$ cat src/rtl/clint_irq_pkg.sv
// Shared types and constants for the CLINT interrupt sequencer.
// Bit positions follow the RISC-V mip/mie layout, compressed to three bits.
package clint_irq_pkg;

  typedef enum logic [1:0] {
    IDLE    = 2'd0,
    REQ     = 2'd1,
    SERVICE = 2'd2
  } state_e;

  localparam logic [3:0] CAUSE_MSI = 4'd3;
  localparam logic [3:0] CAUSE_MTI = 4'd7;
  localparam logic [3:0] CAUSE_MEI = 4'd11;

  localparam int MSIP_BIT = 0;
  localparam int MTIP_BIT = 1;
  localparam int MEIP_BIT = 2;

  // True while the source behind a latched cause code is still eligible.
  function automatic logic cause_eligible(input logic [3:0] cause,
                                          input logic [2:0] elig);
    logic hit;
    hit = 1'b0;
    case (cause)
      CAUSE_MEI: hit = elig[MEIP_BIT];
      CAUSE_MSI: hit = elig[MSIP_BIT];
      CAUSE_MTI: hit = elig[MTIP_BIT];
      default:   hit = 1'b0;
    endcase
    return hit;
  endfunction

endpackage

$ cat src/rtl/clint_irq_if.sv
// Request/acknowledge link between the interrupt sequencer and the core trap logic.
interface clint_irq_if;
  import clint_irq_pkg::*;

  logic       irq_req;
  logic [3:0] irq_cause;
  logic       irq_ack;
  logic       mret;

  modport master (
    output irq_req,
    output irq_cause,
    input  irq_ack,
    input  mret
  );

  modport slave (
    input  irq_req,
    input  irq_cause,
    output irq_ack,
    output mret
  );

endinterface

$ cat src/rtl/clint_irq_prio.sv
// Fixed-priority selector: MEI over MSI over MTI, as the privileged spec orders them.
module clint_irq_prio
  import clint_irq_pkg::*;
(
  input  logic [2:0] elig_i,
  output logic       valid_o,
  output logic [3:0] cause_o
);

  always_comb begin
    valid_o = |elig_i;
    cause_o = '0;
    if (elig_i[MEIP_BIT]) begin
      cause_o = CAUSE_MEI;
    end else if (elig_i[MSIP_BIT]) begin
      cause_o = CAUSE_MSI;
    end else if (elig_i[MTIP_BIT]) begin
      cause_o = CAUSE_MTI;
    end
  end

endmodule

$ cat src/rtl/clint_irq_ctrl.sv
// Latches CLINT/PLIC interrupt sources into mip and delivers them one at a time to the core.
//   state   | meaning
//   IDLE    | nothing offered; picks the top eligible cause
//   REQ     | irq_req high, cause frozen until ack or withdrawal
//   SERVICE | handler running, delivery masked until mret
module clint_irq_ctrl
  import clint_irq_pkg::*;
(
  input  logic            clk,
  input  logic            n_rst,
  input  logic            timer_int_i,
  input  logic            clear_timer_int_i,
  input  logic            soft_int_i,
  input  logic            clear_soft_int_i,
  input  logic            ext_int_i,
  input  logic            mstatus_mie_i,
  input  logic [2:0]      mie_i,
  output logic [2:0]      mip_o,
  output logic            wfi_wake_o,
  clint_irq_if.master     core_if
);

  state_e     state_q, state_d;
  logic [2:0] mip_q, mip_d;
  logic       irq_req_q, irq_req_d;
  logic [3:0] cause_q, cause_d;

  logic [2:0] eligible;
  logic       prio_valid;
  logic [3:0] prio_cause;

  // Clears win over sets so a mtimecmp write racing a crossing leaves mtip low.
  always_comb begin
    mip_d = mip_q;
    if (soft_int_i)        mip_d[MSIP_BIT] = 1'b1;
    if (clear_soft_int_i)  mip_d[MSIP_BIT] = 1'b0;
    if (timer_int_i)       mip_d[MTIP_BIT] = 1'b1;
    if (clear_timer_int_i) mip_d[MTIP_BIT] = 1'b0;
    mip_d[MEIP_BIT] = ext_int_i;
  end

  assign eligible = mip_q & mie_i & {3{mstatus_mie_i}};

  clint_irq_prio u_prio (
    .elig_i  (eligible),
    .valid_o (prio_valid),
    .cause_o (prio_cause)
  );

  always_comb begin
    state_d = state_q;
    cause_d = cause_q;
    case (state_q)
      IDLE: begin
        if (prio_valid) begin
          state_d = REQ;
          cause_d = prio_cause;
        end
      end
      REQ: begin
        if (core_if.irq_ack) begin
          state_d = SERVICE;
        end else if (!cause_eligible(cause_q, eligible)) begin
          state_d = IDLE;
        end
      end
      SERVICE: begin
        if (core_if.mret) begin
          state_d = IDLE;
        end
      end
      default: state_d = IDLE;
    endcase
    irq_req_d = (state_d == REQ);
  end

  always_ff @(posedge clk or negedge n_rst) begin
    if (!n_rst) begin
      state_q   <= IDLE;
      mip_q     <= '0;
      irq_req_q <= 1'b0;
      cause_q   <= '0;
    end else begin
      state_q   <= state_d;
      mip_q     <= mip_d;
      irq_req_q <= irq_req_d;
      cause_q   <= cause_d;
    end
  end

  assign core_if.irq_req   = irq_req_q;
  assign core_if.irq_cause = cause_q;
  assign mip_o             = mip_q;
  // Wake ignores the global enable so WFI resumes even with interrupts masked.
  assign wfi_wake_o        = |(mip_q & mie_i);

endmodule

$ cat src/flat_wrapper.sv
// flat-port wrapper written by rule: the top's interface ports become plain ports
module clint_irq_ctrl_flat import clint_irq_pkg::*;
  (clk, n_rst, timer_int_i, clear_timer_int_i, soft_int_i, clear_soft_int_i, ext_int_i, mstatus_mie_i, mie_i, mip_o, wfi_wake_o, core_if_irq_req, core_if_irq_cause, core_if_irq_ack, core_if_mret);
  clint_irq_if core_if_i ();
  input  logic clk;
  input  logic n_rst;
  input  logic timer_int_i;
  input  logic clear_timer_int_i;
  input  logic soft_int_i;
  input  logic clear_soft_int_i;
  input  logic ext_int_i;
  input  logic mstatus_mie_i;
  input  logic [2:0] mie_i;
  output logic [2:0] mip_o;
  output logic wfi_wake_o;
  output wire logic [$bits(core_if_i.irq_req)-1:0] core_if_irq_req;
  output wire logic [$bits(core_if_i.irq_cause)-1:0] core_if_irq_cause;
  input wire logic [$bits(core_if_i.irq_ack)-1:0] core_if_irq_ack;
  input wire logic [$bits(core_if_i.mret)-1:0] core_if_mret;
  assign core_if_irq_req = core_if_i.irq_req;
  assign core_if_irq_cause = core_if_i.irq_cause;
  assign core_if_i.irq_ack = core_if_irq_ack;
  assign core_if_i.mret = core_if_mret;
  clint_irq_ctrl u_core (.clk(clk), .n_rst(n_rst), .timer_int_i(timer_int_i), .clear_timer_int_i(clear_timer_int_i), .soft_int_i(soft_int_i), .clear_soft_int_i(clear_soft_int_i), .ext_int_i(ext_int_i), .mstatus_mie_i(mstatus_mie_i), .mie_i(mie_i), .mip_o(mip_o), .wfi_wake_o(wfi_wake_o), .core_if(core_if_i));
endmodule
$ cat config.mk
export PLATFORM = sky130hd
export DESIGN_NAME = clint_irq_ctrl_flat
export DESIGN_NICKNAME = d
export VERILOG_FILES = /design/src/rtl/clint_irq_pkg.sv /design/src/rtl/clint_irq_if.sv /design/src/rtl/clint_irq_prio.sv /design/src/rtl/clint_irq_ctrl.sv /design/src/flat_wrapper.sv
export SDC_FILE = /design/constraint.sdc
export NUM_CORES = 1
export LEC_CHECK = 0
export BUFFER_PORTS_ARGS = -buffer_cell sky130_fd_sc_hd__buf_2
export CORE_AREA = 5 5 42 44
export DETAILED_ROUTE_END_ITERATION = 8
export DIE_AREA = 0 0 47 49
export HOLD_SLACK_MARGIN = 0.06
export PLACE_DENSITY = 0.62
export SYNTH_ARGS = -nofsm -noshare
export SYNTH_HDL_FRONTEND = slang
export SYNTH_SLANG_ARGS = --single-unit
$ cat constraint.sdc
create_clock -name clk -period 1.6 [get_ports clk]
set_input_delay 0.32 -clock clk [delete_from_list [all_inputs] [get_ports clk]]
set_output_delay 0.32 -clock clk [all_outputs]
set_load 0.1 [all_outputs]
==> qor.txt <==
Post-Syn Area = 397 um2
Max Clk Rate = 581 MHz
WL/cell = 13.0 um
Period utilisation layout = 108%
Share of layout cells above drive strength 1 = 56.3%
CTS tree = done
Synthesized-area fraction occupied by adder cells = 0%
Static Leak = 0.289 nW
Final nets = 78
Initial Util = 28.3%
Die Y-Extent = 49 um
Vias per cell = 5.05
Root buf cell = clkbuf_4
Crit path kind = reg2out
Simple logic cell fraction of the synthesized area = 17.7%
Final setup violation count = 1
Mux cell area share after synthesis = 0%
Synth Warn # = 0
Failing checks = negative setup slack
Status = finished with violations
# H-tree levels = 1
Remaining Overflow, GRT = 0
Max_cap viols = 0
Fin worst setup slack = -122 ps
Drt drc = 0
Cells after Synth = 36
Clock latency on the worst-skew pair = 260 ps
#FFs+latches synth = 9
Final antenna-violating net count = 0
Final period demand of the worst path = 1720 ps
CP endpoint kind = primary output
Peak supply drop = 0.609 mV
Fillers = 148
Complex-gate fraction of the synthesized area = 21.8%
Post-Synthesis Mean Instance Area = 11.0 um2
Hpwl dp = 824 um
First-pass GRT wire length = 1790 um
CP arrival = 1400 ps
Final hold vios = 0
Top cell type's share of synthesized area = 56.8%
Iteration-0 DRC Markers = 9
Top cells by area, synth = dfrtp_1 57%, a2111oi_2 3.8%, a21o_1 3.8%
Fin. max-slew vios = 0
Pwr/cell area = 1410 mW/mm2
Netlist cell types = 20
Measured slew at the worst slew-check pin = 486 ps
Initial antenna violation count = 0
Num ports = 22
Xor/xnor cell area share of the yosys netlist = 0%
Cts bufs inserted = 3
Critical path fanouts, max = 2
Fin Hold WS = 171 ps
Drt first pass iters = 4
Slew margin rel. = 67.8%
GPL Wtd Cong = 0.714
Worst Clk Skew = 1.73 ps
Die ar. = 0.00230 mm2
RSZ-0062 raised after global routing = yes
ANT cells = 0
Largest family of logic cells by synthesized area = compound AO/OA/AOI/OAI gates
Clock sinks = 9
Post-Syn Nets = 49
HP Class = in2reg
Fin util = 42.1%
Vias in the first global route = 429
Core ar. = 0.00140 mm2
Layout area overhead = 48.9%
WL final = 1040 um
Worst-path clk slew = 60 ps
Post-synth top area cell = dfrtp_1
Maximum root-to-sink buffer count = 2
Seq/Total Area, Yosys = 56.8%
IO Port Bufs = 21
Pin count of the biggest net entering global routing = 10
# rows = 14
Gr usage total = 11.2%
Worst setup SP type = register
Via count = 404
CP required = 1280 ps
Die X = 47 um
-- cell type report --
| cell class | count | area [um2] | share of cell area, % |
|---|---|---|---|
| Sequential cell | 9 | 236 | 40.0 |
| Multi-Input combinational cell | 24 | 156 | 26.5 |
| Timing Repair Buffer | 25 | 144 | 24.4 |
| Clock buffer | 4 | 26.3 | 4.45 |
| Tap cell | 16 | 20.0 | 3.39 |
| Inverter | 2 | 7.51 | 1.27 |
-- per-stage QoR --
step | setup slack [ps] | power, mW | TNS [ps] | area, um2 | std cells
4_1_cts | -137 | 0.843 | -137 | 591 | 80
3_3_place_gp | 57.2 | 0.657 | 0 | 548 | 75
5_1_grt | -235 | 0.878 | -235 | 591 | 80
2_1_floorplan | -145 | 0.572 | -145 | 408 | 36
3_5_place_dp | 49.9 | 0.658 | 0 | 548 | 75
6_report | -122 | 0.834 | -122 | 591 | 80
-- synth_stat cells --
cell type	number
o21ai_0	1
buf_4	1
nand4b_1	1
o22ai_1	1
a31oi_1	1
a21o_1	2
a21oi_1	2
or2_1	1
dfrtp_1	9
a22o_2	1
a2111oi_2	1
nand2_1	2
a311oi_1	1
inv_1	2
nand3_1	2
a222oi_1	1
nor2b_2	1
nor3b_1	1
nand2b_1	1
nor2_1	4
-- cells in the final DEF (no fill, tap or decap) --
cell type and count:
dfrtp_4 2, inv_1 1, a31oi_1 1, nor3b_1 1
buf_2 20, o22ai_1 1, nand4b_1 1, nand2b_1 1
or2_1 1, dfrtp_1 4, a21oi_1 2, nand3_1 2
nor2_1 4, inv_2 1, clkbuf_4 3, nor2b_2 1
clkbuf_1 1, o21ai_0 1, buf_6 1, a311oi_1 1
a21o_1 2, dfrtp_2 3, buf_4 3, a2111oi_2 1
a22o_2 1, nand2_1 2, a222oi_1 1, dlygate4sd3_1 1
-- layer usage --
metal	GRT usage [%]	up-vias	wire (um)
li1	-	187	-
met1	12.4	197	427
met2	17.2	16	522
met3	3.32	4	48
met4	8.29	0	44
met5	0	-	0
-- where the power goes --
group	internal, mW	switching, mW	total (mW)
Sequential	0.265	0.0376	0.302
Combinational	0.0839	0.271	0.355
Clock	0.0962	0.0803	0.176
Total	0.445	0.389	0.834
-- repair_timing --
item                                    in CTS  in global routing
buffers inserted                             0                  0
resized for setup                            2                  0
endpoints found under the hold margin        9                  0
endpoints found under the setup margin       1                  1
hold buffers                                 1                  0
pin swaps                                    1                  0
-- flip-flops by register name, indices dropped and copies added, names as in the netlist --
signal / count
u_core.core_if.irq_cause: 3
u_core.mip_o: 3
u_core.state_q: 2
u_core.core_if.irq_req: 1
-- cell families after synthesis --
kind of cell | after synthesis
compound gates | 11
flops | 9
buf+inv | 3
simple gates | 13
-- critical path, stage by stage (launching register included) --
cell and delay [ps]:
dfrtp_4 470, a222oi_1 410, inv_2 60, buf_6 190
-- worst paths after layout --
kind / startpoint / to / slack, ps / cells past startpoint
worst max-delay path: u_core.mip_o[0]$_DFFE_PN0P_ / wfi_wake_o / -120 / 3
min in group asynchronous: n_rst / u_core.state_q[0]$_DFF_PN0_ / 440 / 2
max in group asynchronous: n_rst / u_core.mip_o[2]$_DFF_PN0_ / 950 / 2
worst max register to register: u_core.mip_o[0]$_DFFE_PN0P_ / u_core.core_if.irq_cause[1]$_DFFE_PN0P_ / 160 / 4
worst min-delay path: ext_int_i / u_core.mip_o[2]$_DFF_PN0_ / 170 / 1
worst min register to register: u_core.core_if.irq_cause[1]$_DFFE_PN0P_ / u_core.core_if.irq_cause[1]$_DFFE_PN0P_ / 500 / 1
(Power assumes the default switching activity.)
